### src/rtl/psum_write_ctrl_if.sv
// ---------------------------------------------------------------------------
// psum_write_ctrl_if
//   Bundles the request, psum-read, output-buffer and status signals of the
//   partial-sum write-back stage.
//   master : upstream controller / environment side (drives requests, psum
//            data and buffer readiness; observes write strobe and status)
//   slave  : the write-back stage itself
// Signals
//   write_req, result_data, psum_mode      request and its payload
//   psum_rdata, psum_rvalid                partial sum from the psum buffer
//   buf_ready                              output buffer can accept a write
//   buf_wen, buf_waddr, buf_wdata          output buffer write port
//   stall                                  00 busy/idle, 10 done, 11 full
//   wr_count, overflow, protocol_err       status / sticky error flags
// ---------------------------------------------------------------------------
interface psum_write_ctrl_if #(
  parameter int DATA_WIDTH = 16,
  parameter int ADDR_WIDTH = 4
);
  logic                  write_req;
  logic [DATA_WIDTH-1:0] result_data;
  logic                  psum_mode;
  logic [DATA_WIDTH-1:0] psum_rdata;
  logic                  psum_rvalid;
  logic                  buf_ready;
  logic                  buf_wen;
  logic [ADDR_WIDTH-1:0] buf_waddr;
  logic [DATA_WIDTH-1:0] buf_wdata;
  logic [1:0]            stall;
  logic [ADDR_WIDTH:0]   wr_count;
  logic                  overflow;
  logic                  protocol_err;

  modport master (
    output write_req, result_data, psum_mode, psum_rdata, psum_rvalid, buf_ready,
    input  buf_wen, buf_waddr, buf_wdata, stall, wr_count, overflow, protocol_err
  );

  modport slave (
    input  write_req, result_data, psum_mode, psum_rdata, psum_rvalid, buf_ready,
    output buf_wen, buf_waddr, buf_wdata, stall, wr_count, overflow, protocol_err
  );
endinterface

### src/rtl/psum_write_ctrl.sv
// ---------------------------------------------------------------------------
// psum_write_ctrl
//   Write-back stage behind the main controller. Latches a result on
//   write_req, optionally accumulates the partial sum read from the psum
//   buffer, writes the value into the output buffer through a circular write
//   pointer and reports a 2-bit stall code (00 busy/idle, 10 write done,
//   11 buffer full).
// Ports
//   clk         rising-edge clock
//   reset       asynchronous, active-high reset
//   global_rst  synchronous clear with the same effect as reset; wins over
//               every other input in the same cycle
//   bus         psum_write_ctrl_if.slave (request, psum, buffer, status)
// Configuration
//   PSUM_SAT_EN  defined: an overflowing accumulation saturates to the most
//                positive / most negative value. Undefined: it wraps.
//                The overflow flag is set in both builds.
// ---------------------------------------------------------------------------
module psum_write_ctrl #(
  parameter int DATA_WIDTH = 16,
  parameter int ADDR_WIDTH = 4,
  parameter int DEPTH      = 16
) (
  input  logic             clk,
  input  logic             reset,
  input  logic             global_rst,
  psum_write_ctrl_if.slave bus
);
  localparam int MSB = DATA_WIDTH - 1;
  localparam logic [ADDR_WIDTH:0]   LP_DEPTH_CNT = (ADDR_WIDTH + 1)'(DEPTH);
  localparam logic [ADDR_WIDTH-1:0] LP_LAST_ADDR = ADDR_WIDTH'(DEPTH - 1);

  typedef enum logic [2:0] {
    S_IDLE,
    S_WAIT_PSUM,
    S_WRITE,
    S_ACK,
    S_FULL
  } state_t;

  state_t                r_state, w_state_next;
  logic [DATA_WIDTH-1:0] r_data, w_data_next;
  logic [ADDR_WIDTH-1:0] r_waddr, w_waddr_next;
  logic [ADDR_WIDTH:0]   r_wr_count, w_wr_count_next;
  logic                  r_overflow, w_overflow_next;
  logic                  r_protocol_err, w_protocol_err_next;

  logic [DATA_WIDTH-1:0] w_sum_raw;
  logic [DATA_WIDTH-1:0] w_sum;
  logic                  w_sum_ovf;
  logic [ADDR_WIDTH:0]   w_count_inc;
  logic                  w_buf_wen;
  logic [1:0]            w_stall;

  // Signed overflow: operands agree in sign but the truncated sum does not.
  assign w_sum_raw = r_data + bus.psum_rdata;
  assign w_sum_ovf = (r_data[MSB] == bus.psum_rdata[MSB]) && (w_sum_raw[MSB] != r_data[MSB]);

`ifdef PSUM_SAT_EN
  localparam logic [DATA_WIDTH-1:0] LP_POS_MAX = {1'b0, {(DATA_WIDTH - 1){1'b1}}};
  localparam logic [DATA_WIDTH-1:0] LP_NEG_MIN = {1'b1, {(DATA_WIDTH - 1){1'b0}}};
  // On overflow both operands share the sign, so r_data's sign picks the rail.
  assign w_sum = w_sum_ovf ? (r_data[MSB] ? LP_NEG_MIN : LP_POS_MAX) : w_sum_raw;
`else
  assign w_sum = w_sum_raw;
`endif

  // Count saturates at DEPTH; in practice FULL blocks further writes anyway.
  assign w_count_inc = (r_wr_count == LP_DEPTH_CNT) ? r_wr_count : r_wr_count + 1'b1;

  always_ff @(posedge clk or posedge reset) begin
    if (reset) begin
      r_state        <= S_IDLE;
      r_data         <= '0;
      r_waddr        <= '0;
      r_wr_count     <= '0;
      r_overflow     <= 1'b0;
      r_protocol_err <= 1'b0;
    end else begin
      r_state        <= w_state_next;
      r_data         <= w_data_next;
      r_waddr        <= w_waddr_next;
      r_wr_count     <= w_wr_count_next;
      r_overflow     <= w_overflow_next;
      r_protocol_err <= w_protocol_err_next;
    end
  end

  always_comb begin
    w_state_next        = r_state;
    w_data_next         = r_data;
    w_waddr_next        = r_waddr;
    w_wr_count_next     = r_wr_count;
    w_overflow_next     = r_overflow;
    w_protocol_err_next = r_protocol_err;
    w_buf_wen           = 1'b0;
    w_stall             = 2'b00;

    // A request outside IDLE is dropped; only the sticky flag records it.
    if (bus.write_req && (r_state != S_IDLE)) begin
      w_protocol_err_next = 1'b1;
    end

    case (r_state)
      S_IDLE: begin
        if (bus.write_req) begin
          w_data_next  = bus.result_data;
          w_state_next = bus.psum_mode ? S_WAIT_PSUM : S_WRITE;
        end
      end
      S_WAIT_PSUM: begin
        if (bus.psum_rvalid) begin
          w_data_next     = w_sum;
          w_overflow_next = r_overflow | w_sum_ovf;
          w_state_next    = S_WRITE;
        end
      end
      S_WRITE: begin
        if (bus.buf_ready) begin
          w_buf_wen       = 1'b1;
          w_waddr_next    = (r_waddr == LP_LAST_ADDR) ? '0 : r_waddr + 1'b1;
          w_wr_count_next = w_count_inc;
          w_state_next    = (w_count_inc == LP_DEPTH_CNT) ? S_FULL : S_ACK;
        end
      end
      S_ACK: begin
        w_stall      = 2'b10;
        w_state_next = S_IDLE;
      end
      S_FULL: begin
        w_stall = 2'b11;
      end
      default: begin
        w_state_next = S_IDLE;
      end
    endcase

    // Synchronous clear overrides everything, including a same-cycle write.
    if (global_rst) begin
      w_state_next        = S_IDLE;
      w_data_next         = '0;
      w_waddr_next        = '0;
      w_wr_count_next     = '0;
      w_overflow_next     = 1'b0;
      w_protocol_err_next = 1'b0;
      w_buf_wen           = 1'b0;
    end
  end

  assign bus.buf_wen      = w_buf_wen;
  assign bus.buf_waddr    = r_waddr;
  assign bus.buf_wdata    = r_data;
  assign bus.stall        = w_stall;
  assign bus.wr_count     = r_wr_count;
  assign bus.overflow     = r_overflow;
  assign bus.protocol_err = r_protocol_err;
endmodule
### src/flat_wrapper.sv
// flat-port wrapper written by rule: the top's interface ports become plain ports
module psum_write_ctrl_flat 
#(
  parameter int DATA_WIDTH = 16,
  parameter int ADDR_WIDTH = 4,
  parameter int DEPTH      = 16
)
  (clk, reset, global_rst, bus_write_req, bus_result_data, bus_psum_mode, bus_psum_rdata, bus_psum_rvalid, bus_buf_ready, bus_buf_wen, bus_buf_waddr, bus_buf_wdata, bus_stall, bus_wr_count, bus_overflow, bus_protocol_err);
  psum_write_ctrl_if #(.DATA_WIDTH(DATA_WIDTH), .ADDR_WIDTH(ADDR_WIDTH)) bus_i ();
  input  logic clk;
  input  logic reset;
  input  logic global_rst;
  input wire logic [$bits(bus_i.write_req)-1:0] bus_write_req;
  input wire logic [$bits(bus_i.result_data)-1:0] bus_result_data;
  input wire logic [$bits(bus_i.psum_mode)-1:0] bus_psum_mode;
  input wire logic [$bits(bus_i.psum_rdata)-1:0] bus_psum_rdata;
  input wire logic [$bits(bus_i.psum_rvalid)-1:0] bus_psum_rvalid;
  input wire logic [$bits(bus_i.buf_ready)-1:0] bus_buf_ready;
  output wire logic [$bits(bus_i.buf_wen)-1:0] bus_buf_wen;
  output wire logic [$bits(bus_i.buf_waddr)-1:0] bus_buf_waddr;
  output wire logic [$bits(bus_i.buf_wdata)-1:0] bus_buf_wdata;
  output wire logic [$bits(bus_i.stall)-1:0] bus_stall;
  output wire logic [$bits(bus_i.wr_count)-1:0] bus_wr_count;
  output wire logic [$bits(bus_i.overflow)-1:0] bus_overflow;
  output wire logic [$bits(bus_i.protocol_err)-1:0] bus_protocol_err;
  assign bus_i.write_req = bus_write_req;
  assign bus_i.result_data = bus_result_data;
  assign bus_i.psum_mode = bus_psum_mode;
  assign bus_i.psum_rdata = bus_psum_rdata;
  assign bus_i.psum_rvalid = bus_psum_rvalid;
  assign bus_i.buf_ready = bus_buf_ready;
  assign bus_buf_wen = bus_i.buf_wen;
  assign bus_buf_waddr = bus_i.buf_waddr;
  assign bus_buf_wdata = bus_i.buf_wdata;
  assign bus_stall = bus_i.stall;
  assign bus_wr_count = bus_i.wr_count;
  assign bus_overflow = bus_i.overflow;
  assign bus_protocol_err = bus_i.protocol_err;
  psum_write_ctrl #(.DATA_WIDTH(DATA_WIDTH), .ADDR_WIDTH(ADDR_WIDTH), .DEPTH(DEPTH)) u_core (.clk(clk), .reset(reset), .global_rst(global_rst), .bus(bus_i));
endmodule
### config.mk
export PLATFORM = sky130hd
export DESIGN_NAME = psum_write_ctrl_flat
export DESIGN_NICKNAME = d
export VERILOG_FILES = /design/src/rtl/psum_write_ctrl_if.sv /design/src/rtl/psum_write_ctrl.sv /design/src/flat_wrapper.sv
export SDC_FILE = /design/constraint.sdc
export NUM_CORES = 1
export LEC_CHECK = 0
export BUFFER_PORTS_ARGS = -buffer_cell sky130_fd_sc_hd__buf_2
export CAP_MARGIN = 25
export CORE_ASPECT_RATIO = 0.75
export CORE_MARGIN = 1.5
export CORE_UTILIZATION = 50
export CTS_BUF_LIST = sky130_fd_sc_hd__clkbuf_4 sky130_fd_sc_hd__clkbuf_8
export DETAILED_ROUTE_END_ITERATION = 7
export GPL_TIMING_DRIVEN = 0
export PLACE_DENSITY = 0.82
export SYNTH_ARGS = -nofsm -noshare
export SYNTH_HDL_FRONTEND = slang
export SYNTH_SLANG_ARGS = --single-unit
### constraint.sdc
create_clock -name clk -period 4.42 [get_ports clk]
set_input_delay 0.221 -clock clk [delete_from_list [all_inputs] [get_ports clk]]
set_output_delay 0.221 -clock clk [all_outputs]
set_load 0.02 [all_outputs]
# Word level (Yosys, flattened, before mapping)
# Cells that the tools add are included.
[totals]
regBits = 30
in_bits = 39
[op_classes]
n_addsub = 3
n_eq_ne = 13
muxes = 28
n_bitwise = 1
n_reduce_logical = 14
[op_table]
columns = ["operator", "count"]
rows = [
  ["two-way mux 16 bit", 3],
  ["case mux 16 bit (2 select lines)", 1],
  ["two-way mux 5 bit", 4],
  ["adder 16 bit", 1],
  ["two-way mux 4 bit", 4],
  ["two-way mux 3 bit", 5],
  ["case mux 3 bit (4 select lines)", 1],
  ["== test 5 bit, second input constant", 2],
  ["nonzero test 2 bit", 5],
  ["!= test 3 bit, second input constant", 3],
  ["two-way mux 1 bit", 8],
  ["== test 3 x 2 -> 1 bit, second input constant", 2],
  ["nonzero test 3 bit", 2],
  ["adder 5 x 1 -> 5 bit, second input constant", 1],
  ["adder 4 x 1 -> 4 bit, second input constant", 1],
  ["== test 4 bit, second input constant", 1],
  ["case mux 2 bit (2 select lines)", 1],
  ["AND reduction 2 bit", 2],
  ["AND reduction 4 bit", 1],
  ["== test 3 x 1 -> 1 bit, second input constant", 1],
  ["== test 3 bit, second input constant", 1],
  ["zero test 3 bit", 1],
  ["AND reduction 3 bit", 1],
  ["logical AND 1 bit", 2],
  ["5 further kinds", 5],
]

# Longest topological paths before layout
[logic_depth]
depth_word = 7
mapped_depth = 10
depth_no_buf = 10

# Worst setup path before layout
# No wires, ideal clock.
[synth_path]
kind = "register -> register"
startpoint = "register u_core.r_data[4], in the netlist u_core.bus.buf_wdata[4]"
endpoint = "register u_core.r_data[15], in the netlist u_core.bus.buf_wdata[15]"
arrival_ps = 2180
t_required_ps = 4350
path_slack_ps = 2170
stages_incl_launch_ff = 9
synth_period_minus_slack_ps = 2250
path_cell_list = "dfrtp_1 ha_1 a21o_1 a21o_1 a221oi_1 o21ai_2 xnor2_2 or3_1 nand3_1"
[synth_via]
elab_chain_cells = 4
[synth_rtl]
columns = ["element", "line", "rtl"]
rows = [
  ["from (decl)", "psum_write_ctrl.sv:42", "logic [DATA_WIDTH-1:0] r_data, w_data_next;"],
  ["from (signal assigned)", "psum_write_ctrl.sv:81", "r_data <= w_data_next;"],
  ["adder 16 bit", "psum_write_ctrl.sv:56", "assign w_sum_raw = r_data + bus.psum_rdata;"],
  ["two-way mux 16 bit", "psum_write_ctrl.sv:112", "if (bus.psum_rvalid) begin"],
  ["case mux 16 bit (2 select lines)", "psum_write_ctrl.sv:104", "case (r_state)"],
  ["two-way mux 16 bit", "psum_write_ctrl.sv:139", "if (global_rst) begin"],
]
# No other way between the ends. The select of a mux whose other input is x is not followed.
# A chain may end at the register's enable or synchronous reset.

# Final worst setup path
# Same ends and word-level chain as after synthesis.

==> reports/metrics.yaml <==
setup_path:
  crit_path_start_kind: "register"
  crit_top_cell: "a21o_1"
  required_ps: 4640
  crit_chain: "ha_1, a21o_1, a21o_1, a221oi_1, o21ai_2, xnor2_2, or3_1, nand3_1"
  slowest_stage: "dfrtp_1"
  end_kind: "register"
  critical-path-max-stage-delay_ps: 430
  path_max_fanout: 5
  critPathArrivalTime_ps: 2620
  crit_type: "register to register"
timing:
  setup_tns_ps: 0
  worstMarginPinSlew_ps: 705
  report.final.slew_viol_count: 0
  hold_ws_ps: 160
  skew_ps: 9.29
  fin_crit_ps: 2400
  timing.slew.headroom_pct: 52.8
  fmax_mhz: 417
  rsz0062_at_grt: "no"
  setup_viol: 0
  hold_violations: 0
  period_share_pct: 54.3
routing:
  drt_pass1_iterations: 4
  drc: 0
  drt_wl_total_um: 5880
  vias_per_cell: 5.66
  vias: 2259
  drt_iter0_drc: 129
  wire_per_inst_um: 14.7
  ant_nets: 0
placed_design:
  port_buffers: 68
  finalWeightedCongestion: 0.924
  place_hpwl_um: 4430
  dp_cells: 390
pwr:
  vdd_drop_max_v: 0.000179
  switching_share_pct: 35.8
  pwr-share-seq_pct: 34.5
  cellPowerDensity_nw_per_um2: 326
  combinationalPowerShare_pct: 36.7
  power_switching_uw: 334
  clock_power_share_pct: 28.8
  p_int_uw: 599
  leakage_nw: 1.43
synthesis:
  ys.warnings.count: 0
  syn_area_per_cell_um2: 8.73
  synth_cell_types: 54
  yosysSeqAreaShare_pct: 32.6
  synth_nets: 322
  synth_cells: 264
  synth-seq-cells: 30
  syn_area_um2: 2300
  async_flop_share_pct: 100
  synth_edf_count: 0
  ys.flop_type: "dfrtp_1"
worst_hold_path:
  min_path_type: "input port to register"
final_layout:
  final_common_cell: "buf_2"
  diodes: 0
  syn2layout_area_growth_pct: 24.3
  fin_cells: 399
  nets: 399
  final_cell_mix: "buf_2, dfrtp_1, nand2_1, nor2_1, a21oi_1"
  drive_above_1_share_pct: 30.1
floorplan:
  coreArea_um2: 4440
  start_util_pct: 51.9
  std_cell_rows: 21
  dieArea_um2: 5030
  fp.dieH_um: 61.8
  die_w_um: 81.4
  boundaryPins: 69
clocking:
  clock_latency_ps: 290
  numClockSinks: 30
  clockBufferDepth: 2
  clkSlewWorstSetupHoldPaths_ps: 70
  cts_max_level: 2
  cts_resized: 0
  cts_made_buffers: 5
  cts_tree: "built"
  clockRootBuffer: "clkbuf_8"
run:
  cap_violations: 0
grt:
  grt_pass1_vias: 1966
  grt_antenna_before_repair: 0
  grt_pass1_wl_um: 9350
  grt_overflow: 0
  grt_max_degree: 21
  grt_usage_pct: 24.9
run_status:
  status: "finished, final reports clean"
stage by stage:
step | setup slack, ps | utilization, % | instance area (um2) | total power, mW
after floorplan | 2170 | - | 2300 | 0.570
after global routing | 1900 | 64.5 | 2860 | 0.987
after global placement | 2120 | 61.1 | 2720 | 0.651
after detailed placement | 2070 | 61.8 | 2740 | 0.663
after CTS | 2040 | 64.5 | 2860 | 0.933
final | 2020 | 64.5 | 2860 | 0.933
path summary, 6_finish.rpt:
kind                                                      from  depth (start not counted)  slack (ps)                                    to
max in group asynchronous                                reset                          4        3390   u_core.bus.buf_wdata[3]$_DFFE_PP0P_
max                        u_core.bus.buf_wdata[4]$_DFFE_PP0P_                          8        2020  u_core.bus.buf_wdata[15]$_DFFE_PP0P_
min                                         bus_result_data[8]                          3         160   u_core.bus.buf_wdata[8]$_DFFE_PP0P_
min reg2reg                u_core.bus.protocol_err$_DFFE_PP0P_                          2         500   u_core.bus.protocol_err$_DFFE_PP0P_
min in group asynchronous                                reset                          3         520       u_core.bus.overflow$_DFFE_PP0P_
max reg2reg                u_core.bus.buf_wdata[4]$_DFFE_PP0P_                          8        2020  u_core.bus.buf_wdata[15]$_DFFE_PP0P_
final cells by class:
| class | count | area, um2 |
|---|---|---|
| Fill cell | 393 | 1580 |
| Multi-Input combinational cell | 214 | 1470 |
| Sequential cell | 30 | 751 |
| Timing Repair Buffer | 70 | 378 |
| Clock buffer | 8 | 110 |
| Tap cell | 57 | 71.3 |
| Buffer | 9 | 45.0 |
| Inverter | 11 | 41.3 |
timing repair:
action	in CTS	in global routing
buffers inserted	0	0
hold buffers	1	0
setup endpoints to repair	0	0
hold endpoints to repair	10	0
worst max-delay path: cells and delay by family (launching register included):
kind	cells	cell delay, ps
AO/OA/AOI/OAI	4	960
flip-flops	1	430
AND/OR/NAND/NOR	2	400
adder cells (fa/ha/maj)	1	390
XOR/XNOR	1	160
cell families (layout without fill, tap and decap cells):
family,Yosys count,in the layout,share of synthesized area [%]
multiplexers,7,7,3.31
buffers and inverters,20,98,3.75
AND/OR/NAND/NOR,92,92,19.8
adder cells (fa/ha/maj),19,19,10.6
AO/OA/AOI/OAI,85,85,25.0
XOR/XNOR,11,11,4.83
flip-flops,30,30,32.6
power by group through the flow:
stage | logic, mW | clock network [mW] | registers (mW)
floorplan | 0.220 | 0 | 0.350
global placement | 0.325 | 0 | 0.325
detailed placement | 0.337 | 0 | 0.326
CTS | 0.342 | 0.269 | 0.322
global route | 0.378 | 0.283 | 0.326
finish | 0.342 | 0.269 | 0.322
Yosys cell counts (2+ instances only):
cell	instances	area, um2
o31ai_1	5	37.5
a311oi_1	2	17.5
o21a_1	2	15.0
or3_1	4	25.0
o21ai_0	10	50.1
nor2b_1	8	50.1
a211oi_1	3	22.5
dfrtp_1	30	751
nor3_1	5	25.0
nor2_1	26	97.6
o21bai_1	2	15.0
xnor2_1	3	26.3
buf_4	2	15.0
nand2_2	2	12.5
o22ai_1	2	12.5
a21o_1	3	22.5
inv_1	11	41.3
clkbuf_1	3	11.3
buf_2	3	15.0
nand3_1	5	25.0
xnor2_2	2	32.5
o21ai_2	3	26.3
a22oi_1	7	52.6
nand2_1	27	101
xor2_1	6	52.6
a21oi_1	22	110
mux2i_1	5	50.1
ha_1	18	225
a21oi_2	2	17.5
a22o_1	3	26.3
nor2_2	3	18.8
a221oi_1	4	35.0
o21ai_1	8	40.0
nor3b_1	3	22.5
registers in the layout (all words and copies together) (netlist names):
signal                   flops
u_core.r_state               3
u_core.bus.buf_waddr         4
u_core.bus.overflow          1
u_core.bus.protocol_err      1
u_core.bus.buf_wdata        16
u_core.bus.wr_count          5
routing by layer:
metal	GRT usage (%)	share of wire, %
met3	4.09	6.7
met4	8.62	1.4
met2	37.7	43
met5	0	0
met1	36.3	49
Note: power is estimated with default switching activity, not from simulation.
